<file path="src/rtl/imem_loader_if.sv">
// Byte-stream, instruction-RAM write and status-byte signals of the boot loader.
// slave is the loader side; master is the host/bench side.
interface imem_loader_if #(
   parameter int ADDR_W = 12
);
   logic [7:0]        rx_data;
   logic              rx_valid;
   logic              imem_we;
   logic [ADDR_W-1:0] imem_addr;
   logic [31:0]       imem_wdata;
   logic [7:0]        tx_data;
   logic              tx_valid;
   logic              tx_ready;
   logic              cpu_rst_hold;
   logic              done;
   logic              error;

   modport slave (
      input  rx_data, rx_valid, tx_ready,
      output imem_we, imem_addr, imem_wdata, tx_data, tx_valid,
             cpu_rst_hold, done, error
   );

   modport master (
      output rx_data, rx_valid, tx_ready,
      input  imem_we, imem_addr, imem_wdata, tx_data, tx_valid,
             cpu_rst_hold, done, error
   );
endinterface

</file>
<file path="src/rtl/imem_loader.sv">
// Boot loader: framed UART byte stream -> big-endian words in instruction RAM, ACK/NAK reply.
// Define LOADER_CHECKSUM_EN to require a trailing two's-complement checksum byte per frame.
module imem_loader #(
   parameter int          ADDR_W         = 12,
   parameter int          TIMEOUT_CYCLES = 50000000,
   parameter logic [7:0]  START_BYTE     = 8'h6C
) (
   input logic         clk,
   input logic         rst,
   imem_loader_if.slave bus
);
   localparam logic [7:0] ACK = 8'h06;
   localparam logic [7:0] NAK = 8'h15;
   localparam int         TW  = $clog2(TIMEOUT_CYCLES + 1);

   typedef enum logic [2:0] {
      IDLE,
      HDR,
      DATA,
`ifdef LOADER_CHECKSUM_EN
      CSUM,
`endif
      RESP
   } state_t;

   state_t            state;
   logic [1:0]        byte_idx;
   logic [15:0]       count;
   logic [15:0]       word_idx;
   logic [7:0]        base_hi;
   logic [ADDR_W-1:0] base;
   logic [23:0]       word;
   logic [TW-1:0]     idle_cnt;
`ifdef LOADER_CHECKSUM_EN
   logic [7:0]        csum;
`endif

   always_ff @(posedge clk) begin
      if (rst) begin
         state            <= IDLE;
         byte_idx         <= '0;
         count            <= '0;
         word_idx         <= '0;
         base_hi          <= '0;
         base             <= '0;
         word             <= '0;
         idle_cnt         <= '0;
`ifdef LOADER_CHECKSUM_EN
         csum             <= '0;
`endif
         bus.imem_we      <= 1'b0;
         bus.imem_addr    <= '0;
         bus.imem_wdata   <= '0;
         bus.tx_data      <= '0;
         bus.tx_valid     <= 1'b0;
         bus.cpu_rst_hold <= 1'b1;
         bus.done         <= 1'b0;
         bus.error        <= 1'b0;
      end else begin
         bus.imem_we <= 1'b0;
         case (state)
            IDLE: begin
               if (bus.rx_valid && bus.rx_data == START_BYTE) begin
                  state            <= HDR;
                  bus.cpu_rst_hold <= 1'b1;
                  bus.done         <= 1'b0;
                  bus.error        <= 1'b0;
                  byte_idx         <= '0;
                  word_idx         <= '0;
                  idle_cnt         <= '0;
`ifdef LOADER_CHECKSUM_EN
                  csum             <= '0;
`endif
               end
            end

            RESP: begin
               // Incoming bytes are dropped until the status byte is taken.
               if (bus.tx_ready) begin
                  bus.tx_valid <= 1'b0;
                  state        <= IDLE;
                  if (bus.tx_data == ACK) begin
                     bus.done         <= 1'b1;
                     bus.cpu_rst_hold <= 1'b0;
                  end else begin
                     bus.error <= 1'b1;
                  end
               end
            end

            default: begin
               if (bus.rx_valid) begin
                  idle_cnt <= '0;
`ifdef LOADER_CHECKSUM_EN
                  csum     <= csum + bus.rx_data;
`endif
                  case (state)
                     HDR: begin
                        byte_idx <= byte_idx + 2'd1;
                        case (byte_idx)
                           2'd0:    count[15:8] <= bus.rx_data;
                           2'd1:    count[7:0]  <= bus.rx_data;
                           2'd2:    base_hi     <= bus.rx_data;
                           default: begin
                              base <= ADDR_W'({base_hi, bus.rx_data});
                              if (count == 16'd0) begin
`ifdef LOADER_CHECKSUM_EN
                                 state <= CSUM;
`else
                                 state        <= RESP;
                                 bus.tx_valid <= 1'b1;
                                 bus.tx_data  <= ACK;
`endif
                              end else begin
                                 state <= DATA;
                              end
                           end
                        endcase
                     end

                     DATA: begin
                        byte_idx <= byte_idx + 2'd1;
                        if (byte_idx == 2'd3) begin
                           // Address arithmetic is ADDR_W wide so it wraps on its own.
                           bus.imem_we    <= 1'b1;
                           bus.imem_addr  <= base + ADDR_W'(word_idx);
                           bus.imem_wdata <= {word, bus.rx_data};
                           word_idx       <= word_idx + 16'd1;
                           if (word_idx + 16'd1 == count) begin
`ifdef LOADER_CHECKSUM_EN
                              state <= CSUM;
`else
                              state        <= RESP;
                              bus.tx_valid <= 1'b1;
                              bus.tx_data  <= ACK;
`endif
                           end
                        end else begin
                           word <= {word[15:0], bus.rx_data};
                        end
                     end

`ifdef LOADER_CHECKSUM_EN
                     CSUM: begin
                        state        <= RESP;
                        bus.tx_valid <= 1'b1;
                        bus.tx_data  <= (csum + bus.rx_data == 8'h00) ? ACK : NAK;
                     end
`endif

                     default: ;
                  endcase
               end else if (idle_cnt == TW'(TIMEOUT_CYCLES - 1)) begin
                  // A partially assembled word is discarded here.
                  idle_cnt     <= '0;
                  state        <= RESP;
                  bus.tx_valid <= 1'b1;
                  bus.tx_data  <= NAK;
               end else begin
                  idle_cnt <= idle_cnt + 1'b1;
               end
            end
         endcase
      end
   end
endmodule

</file>
<file path="src/flat_wrapper.sv">
// flat-port wrapper written by rule: the top's interface ports become plain ports
module imem_loader_flat 
#(
   parameter int          ADDR_W         = 12,
   parameter int          TIMEOUT_CYCLES = 50000000,
   parameter logic [7:0]  START_BYTE     = 8'h6C
)
  (clk, rst, bus_rx_data, bus_rx_valid, bus_tx_ready, bus_imem_we, bus_imem_addr, bus_imem_wdata, bus_tx_data, bus_tx_valid, bus_cpu_rst_hold, bus_done, bus_error);
  imem_loader_if #(.ADDR_W(ADDR_W)) bus_i ();
  input logic clk;
  input logic rst;
  input wire logic [$bits(bus_i.rx_data)-1:0] bus_rx_data;
  input wire logic [$bits(bus_i.rx_valid)-1:0] bus_rx_valid;
  input wire logic [$bits(bus_i.tx_ready)-1:0] bus_tx_ready;
  output wire logic [$bits(bus_i.imem_we)-1:0] bus_imem_we;
  output wire logic [$bits(bus_i.imem_addr)-1:0] bus_imem_addr;
  output wire logic [$bits(bus_i.imem_wdata)-1:0] bus_imem_wdata;
  output wire logic [$bits(bus_i.tx_data)-1:0] bus_tx_data;
  output wire logic [$bits(bus_i.tx_valid)-1:0] bus_tx_valid;
  output wire logic [$bits(bus_i.cpu_rst_hold)-1:0] bus_cpu_rst_hold;
  output wire logic [$bits(bus_i.done)-1:0] bus_done;
  output wire logic [$bits(bus_i.error)-1:0] bus_error;
  assign bus_i.rx_data = bus_rx_data;
  assign bus_i.rx_valid = bus_rx_valid;
  assign bus_i.tx_ready = bus_tx_ready;
  assign bus_imem_we = bus_i.imem_we;
  assign bus_imem_addr = bus_i.imem_addr;
  assign bus_imem_wdata = bus_i.imem_wdata;
  assign bus_tx_data = bus_i.tx_data;
  assign bus_tx_valid = bus_i.tx_valid;
  assign bus_cpu_rst_hold = bus_i.cpu_rst_hold;
  assign bus_done = bus_i.done;
  assign bus_error = bus_i.error;
  imem_loader #(.ADDR_W(ADDR_W), .TIMEOUT_CYCLES(TIMEOUT_CYCLES), .START_BYTE(START_BYTE)) u_core (.clk(clk), .rst(rst), .bus(bus_i));
endmodule
</file>
<file path="config.mk">
export PLATFORM = sky130hd
export DESIGN_NAME = imem_loader_flat
export DESIGN_NICKNAME = d
export VERILOG_FILES = /design/src/rtl/imem_loader_if.sv /design/src/rtl/imem_loader.sv /design/src/flat_wrapper.sv
export SDC_FILE = /design/constraint.sdc
export NUM_CORES = 1
export LEC_CHECK = 0
export ABC_CLOCK_PERIOD_IN_PS = 2200
export CORE_ASPECT_RATIO = 1.25
export CORE_MARGIN = 1.5
export CORE_UTILIZATION = 40
export CTS_CLUSTER_SIZE = 16
export DETAILED_ROUTE_END_ITERATION = 12
export SYNTH_ARGS = -nofsm -noshare
export SYNTH_HDL_FRONTEND = slang
export SYNTH_SLANG_ARGS = --single-unit
</file>
<file path="constraint.sdc">
create_clock -name clk -period 2.2 [get_ports clk]
set_input_delay 0.44 -clock clk [delete_from_list [all_inputs] [get_ports clk]]
set_output_delay 0.44 -clock clk [all_outputs]
set_load 0.1 [all_outputs]
</file>
# [Word-level counts from Yosys, hierarchy flattened]
# Cells that the tools add are included.
[totals] reg_bits=160 inputBits=12 output_inout_bits=57 word_cells=137
[classes] addsub=4 eq_ne=28 muxes=51 bitwise_logic=7 reduce_logical=30
[op_table] cell="two-way mux 26 bit" n=3
[op_table] cell="two-way mux 16 bit" n=4
[op_table] cell="one-hot mux 26 bit (2 select lines)" n=1
[op_table] cell="two-way mux 8 bit" n=6
[op_table] cell="AND reduction 4 bit" n=9
[op_table] cell="one-hot mux 16 bit (2 select lines)" n=1
[op_table] cell="adder 26 x 1 -> 26 bit (second input constant)" n=1
[op_table] cell="equality test 26 bit (second input constant)" n=1
[op_table] cell="two-way mux 3 bit" n=7
[op_table] cell="two-way mux 1 bit" n=17
[op_table] cell="adder 16 x 1 -> 16 bit (second input constant)" n=1
[op_table] cell="equality test 16 bit" n=1
[op_table] cell="logical NOT 16 bit" n=1
[op_table] cell="one-hot mux 8 bit (2 select lines)" n=1
[op_table] cell="AND reduction 7 bit" n=2
[op_table] cell="adder 12 bit" n=1
[op_table] cell="!= test 4 x 2 -> 1 bit (second input constant)" n=3
[op_table] cell="one-hot mux 3 bit (2 select lines)" n=2
[op_table] cell="nonzero test 2 bit" n=6
[op_table] cell="!= test 5 x 2 -> 1 bit (second input constant)" n=2
[op_table] cell="one-hot mux 1 bit (2 select lines)" n=5
[op_table] cell="!= test 3 x 2 -> 1 bit (second input constant)" n=3
[op_table] cell="equality test 8 x 3 -> 1 bit (second input constant)" n=1
[op_table] cell="equality test 8 x 7 -> 1 bit (second input constant)" n=1
[op_table] cell="other kinds (27)" n=40

# [Logic depth before layout (Yosys ltp)]
[depth] depth_word=7 depth_mapped=11 ltp_nobuf=11

# [Least setup slack after synthesis]
# OpenSTA, ideal clock, no wires.
[synth_path] kind="flip-flop to flip-flop" start="register u_core.word_idx[0]" end="register u_core.state[1]" setup_ps=58 t_arrival_ps=2230 t_required_ps=2142 slack_ps=-89 stages_incl_launch_ff=11 n_path_buf=1 period_less_slack_ps=2289 path_cell_list="dfxtp_1 ha_1 and3_1 buf_2 nand2_1 o311ai_1 nor2_1 nor4_1 nand4_1 a21oi_1 o221a_2"
[synth_via] elab_chain_cells=4
[synth_lines] item="start: declaration" line_no="imem_loader.sv:29" source="logic [15:0] word_idx;"
[synth_lines] item="start signal: assignment" line_no="imem_loader.sv:128" source="word_idx <= word_idx + 16'd1;"
[synth_lines] item="adder 16 x 1 -> 16 bit" line_no="imem_loader.sv:129" source="if (word_idx + 16'd1 == count) begin"
[synth_lines] item="equality test 16 bit" line_no="imem_loader.sv:129"
[synth_lines] item="!= test 5 x 2 -> 1 bit (no source line)"
[synth_lines] item="AND reduction 7 bit (no source line)"
[synth_lines] item="end signal: assignment" line_no="imem_loader.sv:115" source="state <= DATA;"
[synth_lines] item="end signal: assignment" line_no="imem_loader.sv:133" source="state <= RESP;"
[synth_lines] item="end signal: assignment" line_no="imem_loader.sv:156" source="state <= RESP;"
[synth_lines] item="end: declaration" line_no="imem_loader.sv:26" source="state_t state;"
# Every way passes these cells.
# A chain may end at the register's enable or synchronous reset.

# [Worst setup path in the final report]
[layout_path] start="register u_core.idle_cnt[9]" end="register u_core.state[0]"
[layout_via] elab_chain_cells=3
[layout_lines] item="start: declaration" line_no="imem_loader.sv:33" source="logic [TW-1:0] idle_cnt;"
[layout_lines] item="start signal: assignment" line_no="imem_loader.sv:160" source="idle_cnt <= idle_cnt + 1'b1;"
[layout_lines] item="equality test 26 bit" line_no="imem_loader.sv:153" source="end else if (idle_cnt == TW'(TIMEOUT_CYCLES - 1)) begin"
[layout_lines] item="nonzero test 4 bit (no source line)"
[layout_lines] item="AND reduction 7 bit (no source line)"
# Every way passes these cells.

==> impl_metrics.py <==
metrics = {
    "status": {
        "status": "completed",
    },
    "setup_path": {
        "critPathRequiredTime_ns": 2.56,
        "startpoint_type": "flop",
        "cp_cell_sequence": "or4_4 -> nor3_4 -> a41o_2 -> o21ai_2 -> a2111o_1 -> a211o_1 -> a21oi_1",
        "max_stage_delay_ns": 0.54,
        "rr_worst_depth": 7,
        "cp_slowest_cell": "or4_4",
        "worstSetupPathType": "flop to flop",
        "crit_start": "u_core.idle_cnt[9]",
        "cp-end-kind": "flop",
        "reg2reg_from": "u_core.idle_cnt[9]",
        "ff2ff_setup_slack_ns": 0.006,
        "cp.arrival_ns": 2.55,
        "r2r_end": "u_core.state[0]",
        "crit_fanout": 4,
    },
    "synth": {
        "ys.warnings.count": 0,
        "synth_seq_cells": 154,
        "synthTopCellsByArea": "dfxtp_1, nand2_1, a21oi_1",
        "synth_cells": 973,
        "avgSynthCellArea_um2": 7.55,
        "synth_flop_cell": "dfxtp_1",
        "netlist.area_leader.share_pct": 42.0,
        "syn-cell-area_um2": 7350,
        "ys_async_sr_fraction_pct": 0,
        "synth-edff-count": 0,
        "ys_types": 65,
        "yosys.area.top_type": "dfxtp_1",
        "ys_seq_area_share_pct": 42.0,
    },
    "cts": {
        "path_clk_slew_ns": 0.07,
        "root_buffer": "clkbuf_16",
        "htreeDepth": 4,
        "clock_latency_ns": 0.44,
        "clk_path_buf_depth": 2,
        "cts_tree": "yes",
        "numCtsBuffers": 17,
        "clock-sinks": 154,
        "hold_buffers": 0,
    },
    "pwr": {
        "seqPwrFrac_pct": 36.7,
        "clockPowerShare_pct": 39.4,
        "ir_drop_v": 0.000592,
        "internal_power_mw": 5.30,
        "swShare_pct": 32.3,
        "pwr-share-comb_pct": 23.9,
        "leakagePower_nw": 3.75,
        "p_sw_mw": 2.53,
        "power.density_nw_per_um2": 791,
    },
    "die": {
        "ioPinCount": 69,
        "fp.dieH_um": 155,
        "fp.dieW_um": 124,
        "start_util_pct": 40.8,
        "core_area_um2": 18000,
        "num_rows": 55,
        "dieArea_um2": 19200,
    },
    "grt": {
        "grt_pass1_vias": 6674,
        "grt_antenna_before_repair": 0,
        "grt_max_degree": 141,
        "grt_usage_pct": 21.6,
        "grt_pass1_wl_mm": 33.7,
        "grt_overflow_total": 0,
    },
    "worst_hold_path": {
        "hold_end": "u_core.bus.cpu_rst_hold",
        "hold_depth": 3,
        "hp-class": "input pin to flop",
        "min_from": "rst",
    },
    "layout": {
        "fin_util_pct": 54.9,
        "num_antenna_cells": 0,
        "drive_above_1_share_pct": 25.0,
        "syn2layout_area_growth_pct": 34.8,
        "layout.cells.non_filler": 1352,
        "final_nets": 1146,
    },
    "place": {
        "gp_congestion": 0.861,
        "dpl.hpwl_mm": 14.5,
        "place_inst": 1309,
        "place_ws_ns": -0.572,
        "portBuffers": 64,
    },
    "detailed_routing": {
        "viasPerCell": 5.35,
        "vias": 7231,
        "ant_nets": 0,
        "wl_per_cell_um": 15.6,
        "drc_errors": 0,
        "first_iter_violations": 328,
        "first_pass_iters": 5,
        "wirelength_mm": 21.1,
    },
    "sta": {
        "drv_slew": 0,
        "finalHoldViolCount": 0,
        "holdWs_ns": 0.446,
        "fin_crit_sh_pct": 99.7,
        "worst_clock_skew_ns": 0.00897,
        "worst_slew_pin_slew_ns": 0.685,
        "setup-tns-final_ns": 0,
        "max_freq_mhz": 456,
        "setup_viol": 0,
        "rsz0062_at_grt": "yes",
        "final.setup.worst_slack_ns": 0.00601,
        "final.min_clock_period_ns": 2.19,
        "maxSlewHeadroom_pct": 54.4,
    },
    "flow_run": {
        "max_cap_viol_count": 0,
    },
}
timing repair:
item | in CTS | in global routing
pin swaps | 26 | 29
gates resized for setup | 34 | 65
cloned | 0 | 2
setup endpoints to repair | 42 | 46
setup buffers | 4 | 5
final cells by class:
cell class | instances | area [µm²]
clock buffer | 18 | 439
fill | 1709 | 8130
multi-input combinational | 741 | 4320
tap | 228 | 285
sequential | 154 | 3090
clock inverter | 14 | 175
timing repair buffer | 178 | 1510
inverter | 19 | 71.3
worst max-delay path: cells and delay by family (launching register included):
family	cells	cell delay [ns]
AOI/OAI and AO/OA	5	1.13
DFF	1	0.32
and+or+nand+nor	2	0.68
worst max-delay path by stage:
stage                                      to  slack, ns  cells past startpoint
after floorplan               u_core.state[1]      -0.02                     10
after global placement    u_core.word_idx[12]      -0.56                      9
after detailed placement  u_core.word_idx[12]      -0.57                      9
after CTS                     u_core.state[0]      -0.03                     10
after global routing          u_core.state[0]      -0.06                      9
final                         u_core.state[0]      0.006                      7
cells in the mapped netlist, types with 2 or more instances:
| cell type | count |
|---|---|
| nor4b_1 | 3 |
| a21oi_1 | 146 |
| a41oi_1 | 2 |
| a31oi_1 | 9 |
| nor4_1 | 12 |
| o31ai_1 | 7 |
| nand2b_1 | 5 |
| buf_2 | 8 |
| nor2_1 | 69 |
| nor2b_1 | 5 |
| a311oi_1 | 5 |
| xnor2_1 | 16 |
| xor2_1 | 8 |
| nand4b_1 | 2 |
| o21ai_0 | 43 |
| buf_4 | 5 |
| or2_2 | 2 |
| inv_1 | 18 |
| or3_1 | 3 |
| a21o_1 | 3 |
| nand3b_1 | 4 |
| nor3_1 | 17 |
| and4_1 | 10 |
| and4_2 | 2 |
| dfxtp_1 | 154 |
| a211oi_1 | 3 |
| o21ai_1 | 2 |
| clkbuf_1 | 49 |
| nand3_1 | 26 |
| and3_1 | 13 |
| nand4_1 | 6 |
| ha_1 | 22 |
| nor4bb_1 | 2 |
| a22o_1 | 2 |
| and2_1 | 10 |
| mux2i_1 | 3 |
| a211o_1 | 2 |
| nand2_1 | 243 |
| nor3b_1 | 6 |
logic make-up (layout without fill, tap and decap cells):
| family | count (synthesis) | in the layout | synth area share [%] |
|---|---|---|---|
| fa+ha+maj | 23 | 23 | 4.02 |
| other cells | 1 | 4 | 0.0510 |
| compound gates | 241 | 241 | 18.5 |
| buf+inv | 82 | 229 | 4.58 |
| flops | 154 | 154 | 42.0 |
| mux | 4 | 4 | 0.562 |
| xor+xnor | 24 | 24 | 2.86 |
| simple gates | 444 | 445 | 27.5 |
flip-flops by register name, indices dropped and copies added (netlist names):
signal                   count
u_core.base                 12
u_core.base_hi               4
u_core.bus.cpu_rst_hold      1
u_core.bus.done              1
u_core.bus.error             1
u_core.bus.imem_addr        12
u_core.bus.imem_wdata       32
u_core.bus.imem_we           1
u_core.bus.tx_data           3
u_core.bus.tx_valid          1
u_core.byte_idx              2
u_core.count                16
u_core.idle_cnt             26
u_core.state                 2
u_core.word                 24
u_core.word_idx             16
layout by cell type (no fill, tap or decap), types with 10 or more instances in the layout:
master / instances
nor3_1: 12
buf_4: 149
o21ai_0: 37
nand3_1: 22
clkbuf_16: 17
nand2_1: 242
xnor2_1: 14
inv_1: 17
nor2_1: 61
a21oi_1: 142
and3_1: 10
ha_1: 15
dfxtp_1: 147
layer usage:
metal	share of wire [%]	routed length (µm)	global-route usage, %	up-vias
met3	2.8	583	3.42	33
met4	1.9	405	7.01	0
met2	49	10400	36.6	114
met5	0	0	0	-
met1	46	9670	28.1	3450
li1	-	-	-	3634
power groups by stage:
| stage | logic, mW | registers (mW) | clock network, mW |
|---|---|---|---|
| finish | 1.87 | 2.88 | 3.08 |
| floorplan | 0.921 | 3.03 | 0 |
| CTS | 1.71 | 2.87 | 3.12 |
| global placement | 1.67 | 2.94 | 0 |
| detailed placement | 1.68 | 2.94 | 0 |
| global route | 2.04 | 2.88 | 3.24 |
per-stage QoR:
step | total power [mW] | instance area, µm²
2_1_floorplan | 3.95 | 7380
3_3_place_gp | 4.61 | 8810
3_5_place_dp | 4.62 | 8810
4_1_cts | 7.70 | 9590
5_1_grt | 8.17 | 9900
6_report | 7.83 | 9900
Note: power is estimated with default switching activity, not from simulation.
